===== src/rtl/danger_detector.sv =====
// rtl/danger_detector.sv - synchronise, debounce and minimum-hold the raw danger sensor
// Rise/fall event pulses and a saturating count of rejected glitches are also produced.
module danger_detector #(
  parameter int SYNC_STAGES     = 2,
  parameter int DEBOUNCE_CYCLES = 16,
  parameter int HOLD_CYCLES     = 32,
  parameter int CNT_W           = 8
) (
  input  logic       clk,
  input  logic       reset,
  input  logic       sensor_raw,
  input  logic       enable,
  output logic       danger,
  output logic       danger_rise,
  output logic       danger_fall,
  output logic [7:0] glitch_cnt
);

  typedef enum logic [1:0] {IDLE, ARMING, ACTIVE, RELEASING} state_t;

  localparam logic [CNT_W-1:0] DEB  = CNT_W'(DEBOUNCE_CYCLES);
  localparam logic [CNT_W-1:0] HOLD = CNT_W'(HOLD_CYCLES);
  localparam logic [CNT_W-1:0] ONE  = CNT_W'(1);

  logic [SYNC_STAGES-1:0] sync_q;
  state_t                 state_q, state_d;
  logic [CNT_W-1:0]       deb_q, deb_d;
  logic [CNT_W-1:0]       hold_q, hold_d;
  logic                   danger_q, danger_d;
  logic                   rise_q, rise_d;
  logic                   fall_q, fall_d;
  logic [7:0]             glitch_q, glitch_d;

  logic                   s;
  logic [CNT_W-1:0]       hold_dec;
  logic [CNT_W-1:0]       deb_inc;
  logic [7:0]             glitch_inc;

  assign s          = sync_q[SYNC_STAGES-1];
  assign hold_dec   = (hold_q != '0) ? hold_q - ONE : '0;
  assign deb_inc    = (deb_q >= DEB) ? DEB : deb_q + ONE;
  assign glitch_inc = (glitch_q == 8'hFF) ? glitch_q : glitch_q + 8'd1;

  always_comb begin
    state_d  = state_q;
    deb_d    = deb_q;
    hold_d   = hold_q;
    danger_d = danger_q;
    rise_d   = 1'b0;
    fall_d   = 1'b0;
    glitch_d = glitch_q;
    if (!enable) begin
      state_d  = IDLE;
      deb_d    = '0;
      hold_d   = '0;
      danger_d = 1'b0;
      fall_d   = danger_q;
    end else begin
      case (state_q)
        IDLE: begin
          danger_d = 1'b0;
          hold_d   = '0;
          deb_d    = '0;
          if (s) begin
            // A one-cycle debounce qualifies on the very first high sample.
            if (ONE >= DEB) begin
              state_d  = ACTIVE;
              danger_d = 1'b1;
              rise_d   = 1'b1;
              hold_d   = HOLD;
            end else begin
              state_d = ARMING;
              deb_d   = ONE;
            end
          end
        end
        ARMING: begin
          if (s) begin
            if (deb_inc >= DEB) begin
              state_d  = ACTIVE;
              danger_d = 1'b1;
              rise_d   = 1'b1;
              hold_d   = HOLD;
              deb_d    = '0;
            end else begin
              deb_d = deb_inc;
            end
          end else begin
            state_d  = IDLE;
            deb_d    = '0;
            glitch_d = glitch_inc;
          end
        end
        ACTIVE: begin
          hold_d = hold_dec;
          deb_d  = '0;
          if (!s) begin
            if (ONE >= DEB && hold_dec == '0) begin
              state_d  = IDLE;
              danger_d = 1'b0;
              fall_d   = 1'b1;
            end else begin
              state_d = RELEASING;
              deb_d   = ONE;
            end
          end
        end
        RELEASING: begin
          hold_d = hold_dec;
          if (s) begin
            // Bounce back high: hold time keeps running, release debounce restarts.
            state_d  = ACTIVE;
            deb_d    = '0;
            glitch_d = glitch_inc;
          end else if (deb_inc == DEB && hold_dec == '0) begin
            state_d  = IDLE;
            deb_d    = '0;
            danger_d = 1'b0;
            fall_d   = 1'b1;
          end else begin
            deb_d = deb_inc;
          end
        end
        default: begin
          state_d  = IDLE;
          deb_d    = '0;
          hold_d   = '0;
          danger_d = 1'b0;
        end
      endcase
    end
  end

  always_ff @(posedge clk) begin
    if (reset) begin
      sync_q   <= '0;
      state_q  <= IDLE;
      deb_q    <= '0;
      hold_q   <= '0;
      danger_q <= 1'b0;
      rise_q   <= 1'b0;
      fall_q   <= 1'b0;
      glitch_q <= 8'h00;
    end else begin
      sync_q   <= {sync_q[SYNC_STAGES-2:0], sensor_raw};
      state_q  <= state_d;
      deb_q    <= deb_d;
      hold_q   <= hold_d;
      danger_q <= danger_d;
      rise_q   <= rise_d;
      fall_q   <= fall_d;
      glitch_q <= glitch_d;
    end
  end

  assign danger      = danger_q;
  assign danger_rise = rise_q;
  assign danger_fall = fall_q;
  assign glitch_cnt  = glitch_q;

endmodule

===== config.mk =====
export PLATFORM = sky130hd
export DESIGN_NAME = danger_detector
export DESIGN_NICKNAME = d
export VERILOG_FILES = /design/src/rtl/danger_detector.sv
export SDC_FILE = /design/constraint.sdc
export NUM_CORES = 1
export LEC_CHECK = 0
export ABC_CLOCK_PERIOD_IN_PS = 2200
export BUFFER_PORTS_ARGS = -buffer_cell sky130_fd_sc_hd__buf_2
export CAP_MARGIN = 10
export CORE_MARGIN = 3
export CORE_UTILIZATION = 57
export CTS_CLUSTER_SIZE = 16
export DETAILED_ROUTE_END_ITERATION = 16
export PLACE_DENSITY = 0.88
export SYNTH_ARGS = -nofsm -noshare
export SYNTH_HDL_FRONTEND = slang
export SYNTH_SLANG_ARGS = --single-unit

===== constraint.sdc =====
create_clock -name clk -period 2.2 [get_ports clk]
set_input_delay 0.11 -clock clk [delete_from_list [all_inputs] [get_ports clk]]
set_output_delay 0.11 -clock clk [all_outputs]
set_load 0.02 [all_outputs]

# [Word level (Yosys, flattened, before mapping)]
# Index checks and enable logic that the tools add are counted.
[classes] shifts=0 div_mod_pow=0 muxes=33 order_cmp=2 bitwise_logic=3 n_mul=0 reduce_logical=13 n_addsub=3 eq_ne=15
[ops] operator="two-way mux 8 bit" count=11
[ops] operator="one-hot mux 8 bit (4 select lines)" count=1
[ops] operator="one-hot mux 8 bit (3 select lines)" count=1
[ops] operator="adder 8 x 1 -> 8 bit, second input constant" count=2
[ops] operator=">= comparator 8 x 5 -> 1 bit, second input constant" count=2
[ops] operator="!= test 2 bit, second input constant" count=8
[ops] operator="one-hot mux 8 bit (2 select lines)" count=1
[ops] operator="two-way mux 2 bit" count=6
[ops] operator="two-way mux 1 bit" count=11
[ops] operator="equality test 8 x 5 -> 1 bit, second input constant" count=1
[ops] operator="equality test 8 bit, second input constant" count=1
[ops] operator="zero test 8 bit" count=1
[ops] operator="one-hot mux 2 bit (4 select lines)" count=1
[ops] operator="AND reduction 4 bit" count=2
[ops] operator="nonzero test 8 bit" count=1
[ops] operator="subtractor 8 x 1 -> 8 bit, second input constant" count=1
[ops] operator="!= test 3 bit, second input constant" count=2
[ops] operator="AND reduction 5 bit" count=1
[ops] operator="equality test 2 bit, second input constant" count=2
[ops] operator="OR reduction 2 bit" count=2
[ops] operator="OR reduction 4 bit" count=1
[ops] operator="NOT 1 bit" count=3
[ops] operator="one-hot mux 1 bit (3 select lines)" count=1
[ops] operator="nonzero test 3 bit" count=1
[ops] operator="5 further kinds" count=5
[totals] latch_bits=0 inputBits=4 ram_bits=0 mem_count=0 mem_bits_ro=0 ff_bits=31

# [Logic depth before layout (Yosys ltp)]
# Gate-level depths: netlist of run 1.
[depth] word_depth=8 depth_mapped=7 ltp_nobuf=7

# [Worst setup path after synthesis of run 1]
# No wires, ideal clock.
[synth_path] path_type="flip-flop to flip-flop" start="reg hold_q[2]" end="reg hold_q[7]" t_required_ns=2.068 setup_ns=0.132 t_arrival_ns=1.691 n_path_buf=1 setup_slack_ns=0.377 path_stages_with_launch=7 cell_sequence="dfxtp_1 -> buf_6 -> or4_4 -> or4_4 -> nor2b_4 -> o21ai_2 -> o31ai_1"
[synth_via] elab_chain_len=3 word_cells_on_any_way=4 classes_between="1 x add/sub; 2 x mux; 1 x reduce/logical"
[synth_rtl] item="from (decl)" line="28" rtl="logic [CNT_W-1:0] hold_q, hold_d;"
[synth_rtl] item="from (signal assigned)" line="148" rtl="hold_q <= hold_d;"
[synth_rtl] item="subtractor 8 x 1 -> 8 bit or nonzero test 8 bit (tied branches)" line="40" rtl="assign hold_dec = (hold_q != '0) ? hold_q - ONE : '0;"
[synth_rtl] item="two-way mux 8 bit *" line="40"
[synth_rtl] item="one-hot mux 8 bit (3 select lines) *" line="59" rtl="case (state_q)"
# Mark *: on every way between the ends. The rest lies on a longest branch, timed or not.
# A chain may end at the register's enable or synchronous reset.

# [Final worst setup path of run 1]
[layout_path] start="reg hold_q[2]" end="reg hold_q[3]"
# Same word-level chain as after synthesis.

==> flow_summary.toml, run 1 <==
[synthesis]
syn_area_mm2 = 0.00153
synth_enable_flop_cells = 0
async_flop_share_pct = 0
netlist_instances = 176
synth-seq-cells = 31
synthTopCellsByCount = "dfxtp_1, nor2_1, nand2_1"
synthTopCellsByArea = "dfxtp_1, nor2_1, a21oi_1"
synth_seq_area_share_pct = 40.6
synth_cell_types = 46
synth.most_common_cell = "dfxtp_1"
synth.avg_cell_area_um2 = 8.69
synth_flop_cell = "dfxtp_1"
synth_top_cell_by_area = "dfxtp_1"
synth_top_area_share_pct = 40.6
yosys_warnings = 0

[timing]
maxSlewViolCount = 0
setup-violations-final = 0
finalHoldViolCount = 0
fin_skew_ns = 0.0136
rsz0062_at_grt = "no"
min_period_ns = 1.90
fin_setup_tns_ns = 0
max_freq_mhz = 527
finalCritPeriodShare_pct = 86.3

[cells_and_area]
finalNonFillerCells = 227
fin_area_mm2 = 0.00167
regArea_um2 = 621
fin_util_pct = 66.1
drive_gt1_share_pct = 16.2
n_fill_cell = 215
num-nets-final = 205
multi_input_area_um2 = 835
antenna-diode-count = 0
syn_to_final_growth_pct = 9.08

[run]
maxCapViolations = 0

[detailed_routing]
drt_iter0_markers = 52
wirelength_um = 2920
final_antenna_net_count = 0
drt_pass1_iterations = 4
detail_route.drc_violations = 0
vias = 1295
wl_per_cell_um = 12.9
vias_per_cell = 5.70

[hold_path]
holdPathStages = 2
min_from = "reset"
hp-class = "input pin to flip-flop"
hold_end = "glitch_cnt[4]"

[setup_path]
cp-end-kind = "flip-flop"
r2r_start = "hold_q[2]"
worstPathMaxFanout = 9
worst_r2r_path_depth = 5
startpoint_type = "flip-flop"
rrSetupSlack_ns = 0.30
reg2reg_to = "hold_q[3]"
required_ns = 2.40
critPathArrivalTime_ns = 2.10
path_class = "flip-flop to flip-flop"

[clocking]
cts_resized = 0
insertion_delay_ns = 0.32
cts_max_path_buffers = 2
cts_num_sinks = 31
cts_tree = "built"
cts_root_buf = "clkbuf_4"
numCtsBuffers = 5
htreeDepth = 2
path_clk_slew_ns = 0.09

[grt]
gr-total-overflow = 0
grt_max_degree = 14
antenna_found_initial = 0
grt_pass1_wl_um = 5140
grt_pass1_vias = 1221
track_usage_pct = 20.0

[pwr]
finalPower_w = 0.000906
p_leak_nw = 0.682
ir_worst_vdd_v = 0.000555
powerDensity_mw_per_mm2 = 543

[placed_design]
gp_congestion = 0.836
portBuffers = 14
dp.final_hpwl_um = 2180
placedCellCount = 218
dpl_cell_area_mm2 = 0.00161

[floorplanning]
placementRows = 18
initial_core_util_pct = 60.6
dieArea_mm2 = 0.00334
die_h_um = 57.8
num_io_pins = 15
core_mm2 = 0.00252
die-width_um = 57.8

[status]
status = "finished clean"
[state kept, by name, indices dropped and copies added, names as in the netlist, named ones only]
signal / cells
glitch_cnt: 8
state_q: 1
hold_q: 8
danger_fall: 1
sync_q: 2
danger_rise: 1
deb_q: 8
danger: 1
[placed cells by master (no fill, tap or decap), types with 3 or more instances in the layout]
cell type,n
nand3_1,9
conb_1,3
ha_1,5
a21oi_1,13
nor2_1,23
o21ai_1,4
inv_1,8
o21ai_0,7
clkbuf_4,5
o31ai_1,3
nor3_1,5
xnor2_1,7
dfxtp_1,31
buf_2,14
xor2_1,3
nand2_1,16
[power by group]
part	internal (W)	switching (W)	total [W]
combinational	0.0000128	0.0000199	0.0000327
clock	0.000124	0.000178	0.000302
sequential	0.000566	0.00000465	0.000571
[layer usage]
metal | up-vias | routed length (µm) | global-route usage (%)
met4 | 0 | 44 | 8.61
met1 | 605 | 1220 | 21.4
met3 | 4 | 128 | 6.46
met2 | 33 | 1530 | 35.6
met5 | - | 0 | 0
li1 | 653 | - | -
[cell families (layout without fill, tap and decap cells)]
family                     after synthesis  after routing  share of synthesized area (%)
buffers and inverters                   14             33                           5.32
adders and majority gates                5              5                           4.09
AOI/OAI and AO/OA                       39             39                           17.6
DFF                                     31             31                           40.6
xor gates and xnor gates                10             10                           5.73
other                                    1              3                          0.245
and+or+nand+nor                         75             75                           25.8
muxes                                    1              1                          0.655
[what timing repair did]
item,CTS,global route
endpoints found under the setup margin,0,0
buffers inserted,0,0
hold buffers,0,1
hold endpoints to repair,0,1
[critical path, stage by stage, from the launching register on]
cell	delay [ns]
dfxtp_1	0.38
or4_4	0.60
o311ai_4	0.47
nor2_1	0.10
o21ai_1	0.13
o21ai_0	0.09
[worst max path at each step]
stage | slack (ns) | start | endpoint | cells past startpoint
2_1_floorplan | 0.38 | hold_q[2] | hold_q[7] | 6
3_3_place_gp | 0.40 | hold_q[2] | hold_q[7] | 5
3_5_place_dp | 0.31 | hold_q[2] | hold_q[3] | 5
4_1_cts | 0.30 | hold_q[2] | hold_q[3] | 5
5_1_grt | 0.11 | hold_q[0] | danger | 7
6_report | 0.30 | hold_q[2] | hold_q[3] | 5
[layout make-up]
class	count	share of cell area (%)
inverters	8	1.80
multi-input cells	133	50.0
repair buffers	17	5.70
well taps	30	2.25
clock buffers	7	2.70
flip-flops and latches	31	37.2
clock inverters	1	0.300
[stage by stage]
stage               hold WS [ns]  worst slack [ns]
floorplan                  0.238             0.377
global placement           0.317             0.396
detailed placement         0.325             0.306
CTS                      0.00160             0.296
global route               0.102             0.109
finish                     0.105             0.301
(Power assumes the default switching activity.)
==> run 2, diff against run 1 <==
- CELL_PAD_IN_SITES_DETAIL_PLACEMENT: not set -> 1
- CELL_PAD_IN_SITES_GLOBAL_PLACEMENT: not set -> 1
- CORE_UTILIZATION: 57 -> 46
- CTS_BUF_LIST: not set -> sky130_fd_sc_hd__clkbuf_8
- PLACE_DENSITY: 0.88 -> 0.92
- SLEW_MARGIN: not set -> 20
==> run 2 against run 1 <==
Compared with the run above:
- first-iteration DRC count decreased by 12%
- total power increased by 31%
- clock skew decreased by 0.0064 ns
- count of clock-buffer cells in the layout decreased by 1
- via count about the same
- sequential power about the same
- utilization decreased by 10 points
- global-route usage increased by 0.37 points
- non-clock buffer count decreased by 1
- cell area increased by 4.5%
==> flow_summary.toml, run 2 (synthesized netlist as in run 1, its figures left out) <==
[floorplanning]
core_mm2 = 0.00310
initial_core_util_pct = 49.3
num_io_pins = 15
placementRows = 20
die_h_um = 63.7
die-width_um = 63.7
dieArea_mm2 = 0.00405

[detailed_routing]
drt_pass1_iterations = 4
final_antenna_net_count = 0
wl_per_cell_um = 15.1
drt_iter0_markers = 46
detail_route.drc_violations = 0
wirelength_um = 3610
vias_per_cell = 5.39
vias = 1294

[timing]
setup-violations-final = 0
maxSlewViolCount = 0
fin_setup_tns_ns = 0
max_freq_mhz = 523
finalCritPeriodShare_pct = 87.0
fin_skew_ns = 0.00712
min_period_ns = 1.91
rsz0062_at_grt = "no"
finalHoldViolCount = 0

[cells_and_area]
final_cell_mix = "dfxtp_1, nor2_1, nand2_1, buf_2, a21oi_1"
layout.cells.most_common = "dfxtp_1"
fin_area_mm2 = 0.00174
num-nets-final = 204
drive_gt1_share_pct = 17.3
antenna-diode-count = 0
finalNonFillerCells = 240
syn_to_final_growth_pct = 14.0

[setup_path]
required_ns = 2.34
r2r_start = "hold_q[0]"
crit_start = "hold_q[0]"
path_class = "flip-flop to flip-flop"
reg2reg_to = "danger"
cp-end-kind = "flip-flop"
worstPathMaxFanout = 7
critPathArrivalTime_ns = 2.05
rrSetupSlack_ns = 0.29
worst_r2r_path_depth = 7
startpoint_type = "flip-flop"

[placed_design]
placedCellCount = 232
gp_congestion = 0.860
dpl_cell_area_mm2 = 0.00163
portBuffers = 14
dp.final_hpwl_um = 2630

[hold_path]
hp-class = "input pin to flip-flop"
hold_end = "sync_q[0]"
holdPathStages = 2
min_from = "sensor_raw"

[clocking]
path_clk_slew_ns = 0.06
cts_setup_buffers = 0
cts_tree = "built"
cts_max_path_buffers = 2
cts_root_buf = "clkbuf_8"
cts_resized = 0
htreeDepth = 2
cts_num_sinks = 31
insertion_delay_ns = 0.28
holdBufCountCts = 0
numCtsBuffers = 5

[run]
maxCapViolations = 0

[pwr]
ir_worst_vdd_v = 0.000425
powerDensity_mw_per_mm2 = 680
finalPower_w = 0.00118
p_leak_nw = 0.710

[grt]
grt_max_degree = 14
grt_pass1_vias = 1415
gr-total-overflow = 0
grt_pass1_wl_um = 6510
antenna_found_initial = 0
track_usage_pct = 20.3

[status]
status = "finished clean"
-- run 2: changes by cell type in the layout (fill, tap and decap cells not counted), sizes merged --
| cell | change |
|---|---|
| bufinv | +1 |
| clkbuf | -1 |
| dlygate4sd3 | -1 |
-- run 2: how the worst max path moves through the flow --
stage                end  slack (ns)
2_1_floorplan  hold_q[7]        0.38
3_3_place_gp   hold_q[2]        0.38
3_5_place_dp   hold_q[3]        0.29
4_1_cts           danger        0.28
5_1_grt        flip-flop        0.08
6_report          danger        0.29
-- run 2: critical path: stages (launching register included) --
cell and delay (ns):
dfxtp_1 0.44, inv_1 0.10, ha_1 0.26, xnor2_1 0.17
nand4_1 0.11, a211o_1 0.29, nor2_1 0.25, a31oi_1 0.15
-- run 2: where the power goes --
part           internal, W  switching [W]  leakage, nW   total, W
Combinational    0.0000117      0.0000210        0.397  0.0000326
Sequential        0.000567     0.00000509        0.251   0.000572
Clock             0.000366       0.000214       0.0612   0.000580
Total             0.000945       0.000240        0.710    0.00118
-- run 2: area by class of cell --
cell class,count,area [µm²]
Multi-Input combinational cell,133,835
Clock inverter,2,35.0
Timing Repair Buffer,16,85.1
Tap cell,44,55.1
Sequential cell,31,621
Clock buffer,6,82.6
Inverter,8,30.0
Fill cell,403,1360
-- run 2: per-layer routing --
metal / vias to the layer above / GRT usage (%) / wire, µm
met5: - / 0 / 0
met4: 0 / 8.63 / 57
met3: 5 / 4.10 / 88
met2: 14 / 35.6 / 1820
met1: 624 / 23.8 / 1640
li1: 651 / - / -
-- run 2: stage by stage --
| step | hold WS [ns] | worst slack [ns] | util [%] |
|---|---|---|---|
| 6_report | 0.0452 | 0.286 | 56.2 |
| 5_1_grt | 0.0736 | 0.0840 | 56.2 |
| 4_1_cts | 0.0444 | 0.276 | 56.2 |
| 3_5_place_dp | 0.339 | 0.293 | 52.4 |
| 3_3_place_gp | 0.328 | 0.378 | 52.4 |
| 2_1_floorplan | 0.238 | 0.377 | - |
==> run 3, diff against run 2 <==
--- a/config.mk
+++ b/config.mk
@@ -11,5 +11,4 @@
 export CELL_PAD_IN_SITES_DETAIL_PLACEMENT = 1
 export CELL_PAD_IN_SITES_GLOBAL_PLACEMENT = 1
-export CORE_MARGIN = 3
 export CORE_UTILIZATION = 46
 export CTS_BUF_LIST = sky130_fd_sc_hd__clkbuf_8
==> constraint.sdc (replaced) <==
create_clock -name clk -period 2.2 [get_ports clk]
set_input_delay 0.11 -clock clk [delete_from_list [all_inputs] [get_ports clk]]
set_output_delay 0.11 -clock clk [all_outputs]
set_load 0.05 [all_outputs]
==> run 3 against run 2 <==
Compared with the run above:
- non-clock buffer count unchanged
- maximum frequency rose by 0.61%
- clock power is 8.4% lower
- routed wire length is 6.2% higher
- sequential share of layout area grew 0.31 points
- die area is 12% lower
- total power decreased by 4.0%
- utilization fell by 0.48 points
- cell count is 0.42% lower
- clock skew is 0.0018 ns lower
- global-route usage up 5.1 points
- setup slack improved by 0.012 ns
- largest power group is now sequential cells
- highest routed layer unchanged
==> flow_summary.toml, run 3 (synthesized netlist as in run 1, its figures left out) <==
[timing]
setup-violations-final = 0
min_period_ns = 1.90
finalHoldViolCount = 0
fin_skew_ns = 0.00527
timing.final.ws_setup_ns = 0.298
finalHoldWorstSlack_ns = 0.0488
rsz0062_at_grt = "no"
max_freq_mhz = 526
maxSlewViolCount = 0
fin_setup_tns_ns = 0
finalCritPeriodShare_pct = 86.5

[grt]
gr-total-overflow = 0
use_met2_pct = 42.5
grt_pass1_wl_um = 6530
grt_max_degree = 14
track_usage_pct = 25.4
antenna_found_initial = 0
grtUsageMet3_pct = 4.76
grt.busiest_layer = "met2"
grt_pass1_vias = 1382
grtUsageMet1_pct = 29.5

[pwr]
p_clk_share_pct = 46.7
switching_share_pct = 20.4
p_int_w = 0.000905
ir_worst_vdd_v = 0.000402
power_frac_seq_pct = 50.3
p_leak_nw = 0.704
p_comb_share_pct = 3.0
powerDensity_mw_per_mm2 = 658
switching_power_w = 0.000232

[clocking]
path_clk_slew_ns = 0.06
numCtsBuffers = 5
cts_tree = "built"
cts_root_buf = "clkbuf_8"
insertion_delay_ns = 0.28
cts_resized = 0
htreeDepth = 2
holdBufCountCts = 0
cts_max_path_buffers = 2
cts_num_sinks = 31
cts_setup_buffers = 0

[setup_path]
path_class = "flip-flop to flip-flop"
critPathSlowestCell = "dfxtp_1"
rrSetupSlack_ns = 0.30
startpoint_type = "flip-flop"
required_ns = 2.35
worstPathMaxFanout = 7
critPathArrivalTime_ns = 2.05
slowest_delay_ns = 0.43
cp-end-kind = "flip-flop"
path_cells = "inv_1 > ha_1 > xnor2_1 > nand4_1 > a211o_1 > nor2_1 > a31oi_1"

[detailed_routing]
drt_iter0_markers = 42
drt_pass1_iterations = 4
detail_route.drc_violations = 0
vias_per_cell = 5.65
vias = 1350
wl_per_cell_um = 16.0
final_antenna_net_count = 0
wirelength_um = 3840

[hold_path]
hp-class = "input pin to flip-flop"

[floorplanning]
placementRows = 20
initial_core_util_pct = 49.3
core_mm2 = 0.00310
num_io_pins = 15
dieArea_mm2 = 0.00356
die_h_um = 59.7
die-width_um = 59.7

[cells_and_area]
num-nets-final = 204
n_fill_cell = 396
layout.cells.most_common = "dfxtp_1"
drive_gt1_share_pct = 16.4
antenna-diode-count = 0
final_cell_mix = "dfxtp_1, nor2_1, nand2_1, buf_2, a21oi_1"
regArea_um2 = 621
multi_input_area_um2 = 835
syn_to_final_growth_pct = 13.0

[placed_design]
gp_congestion = 0.928
portBuffers = 14
dp.final_hpwl_um = 2740
place_ws_ns = 0.317

[run]
maxCapViolations = 0

[status]
status = "finished clean"
-- run 3: cell count changes in the layout (fill, tap and decap cells not counted) --
| cell | change |
|---|---|
| inv_1 | +1 |
| clkinv_2 | -1 |
| clkbuf_8 | -1 |
-- run 3: per-stage QoR --
| step | utilization (%) | std cells | power, W | area (µm²) |
|---|---|---|---|---|
| after floorplan | - | 178 | 0.000607 | 1540 |
| after global placement | 52.4 | 232 | 0.000615 | 1630 |
| after detailed placement | 52.4 | 232 | 0.000618 | 1630 |
| after CTS | 55.7 | 239 | 0.00115 | 1730 |
| after global routing | 55.7 | 239 | 0.00118 | 1730 |
| final | 55.7 | 239 | 0.00114 | 1730 |
-- run 3: critical path, delay by kind of cell, from the launching register on --
| family | cells | cell delay, ns |
|---|---|---|
| buffers and inverters | 1 | 0.10 |
| DFF | 1 | 0.43 |
| adders and majority gates | 1 | 0.27 |
| and+or+nand+nor | 2 | 0.37 |
| xor gates and xnor gates | 1 | 0.16 |
| AOI/OAI and AO/OA | 2 | 0.43 |
-- run 3: per-layer routing --
metal	routed length [µm]	vias up
met5	0	-
met4	138	0
met3	94	14
met2	1960	29
met1	1640	659
li1	-	648
-- run 3: path summary, 6_finish.rpt --
check,from,end,cells past startpoint
hold reg to reg,sync_q[0],sync_q[1],1
setup / recovery,hold_q[0],danger,7
setup reg to reg,hold_q[0],danger,7
hold / removal,sensor_raw,sync_q[0],2
-- run 3: layout make-up --
type / instances / area share (%)
multi-input cells: 133 / 48.3
well taps: 44 / 3.19
flip-flops and latches: 31 / 35.9
inverters: 8 / 1.74
clock inverters: 2 / 1.96
clock buffers: 5 / 3.98
repair buffers: 16 / 4.92
-- run 3: power by group through the flow --
| stage | combinational, W | clock [W] | sequential (W) |
|---|---|---|---|
| floorplan | 0.0000252 | 0 | 0.000582 |
| global placement | 0.0000312 | 0 | 0.000584 |
| detailed placement | 0.0000333 | 0 | 0.000585 |
| CTS | 0.0000339 | 0.000544 | 0.000572 |
| global route | 0.0000373 | 0.000565 | 0.000572 |
| finish | 0.0000342 | 0.000531 | 0.000572 |
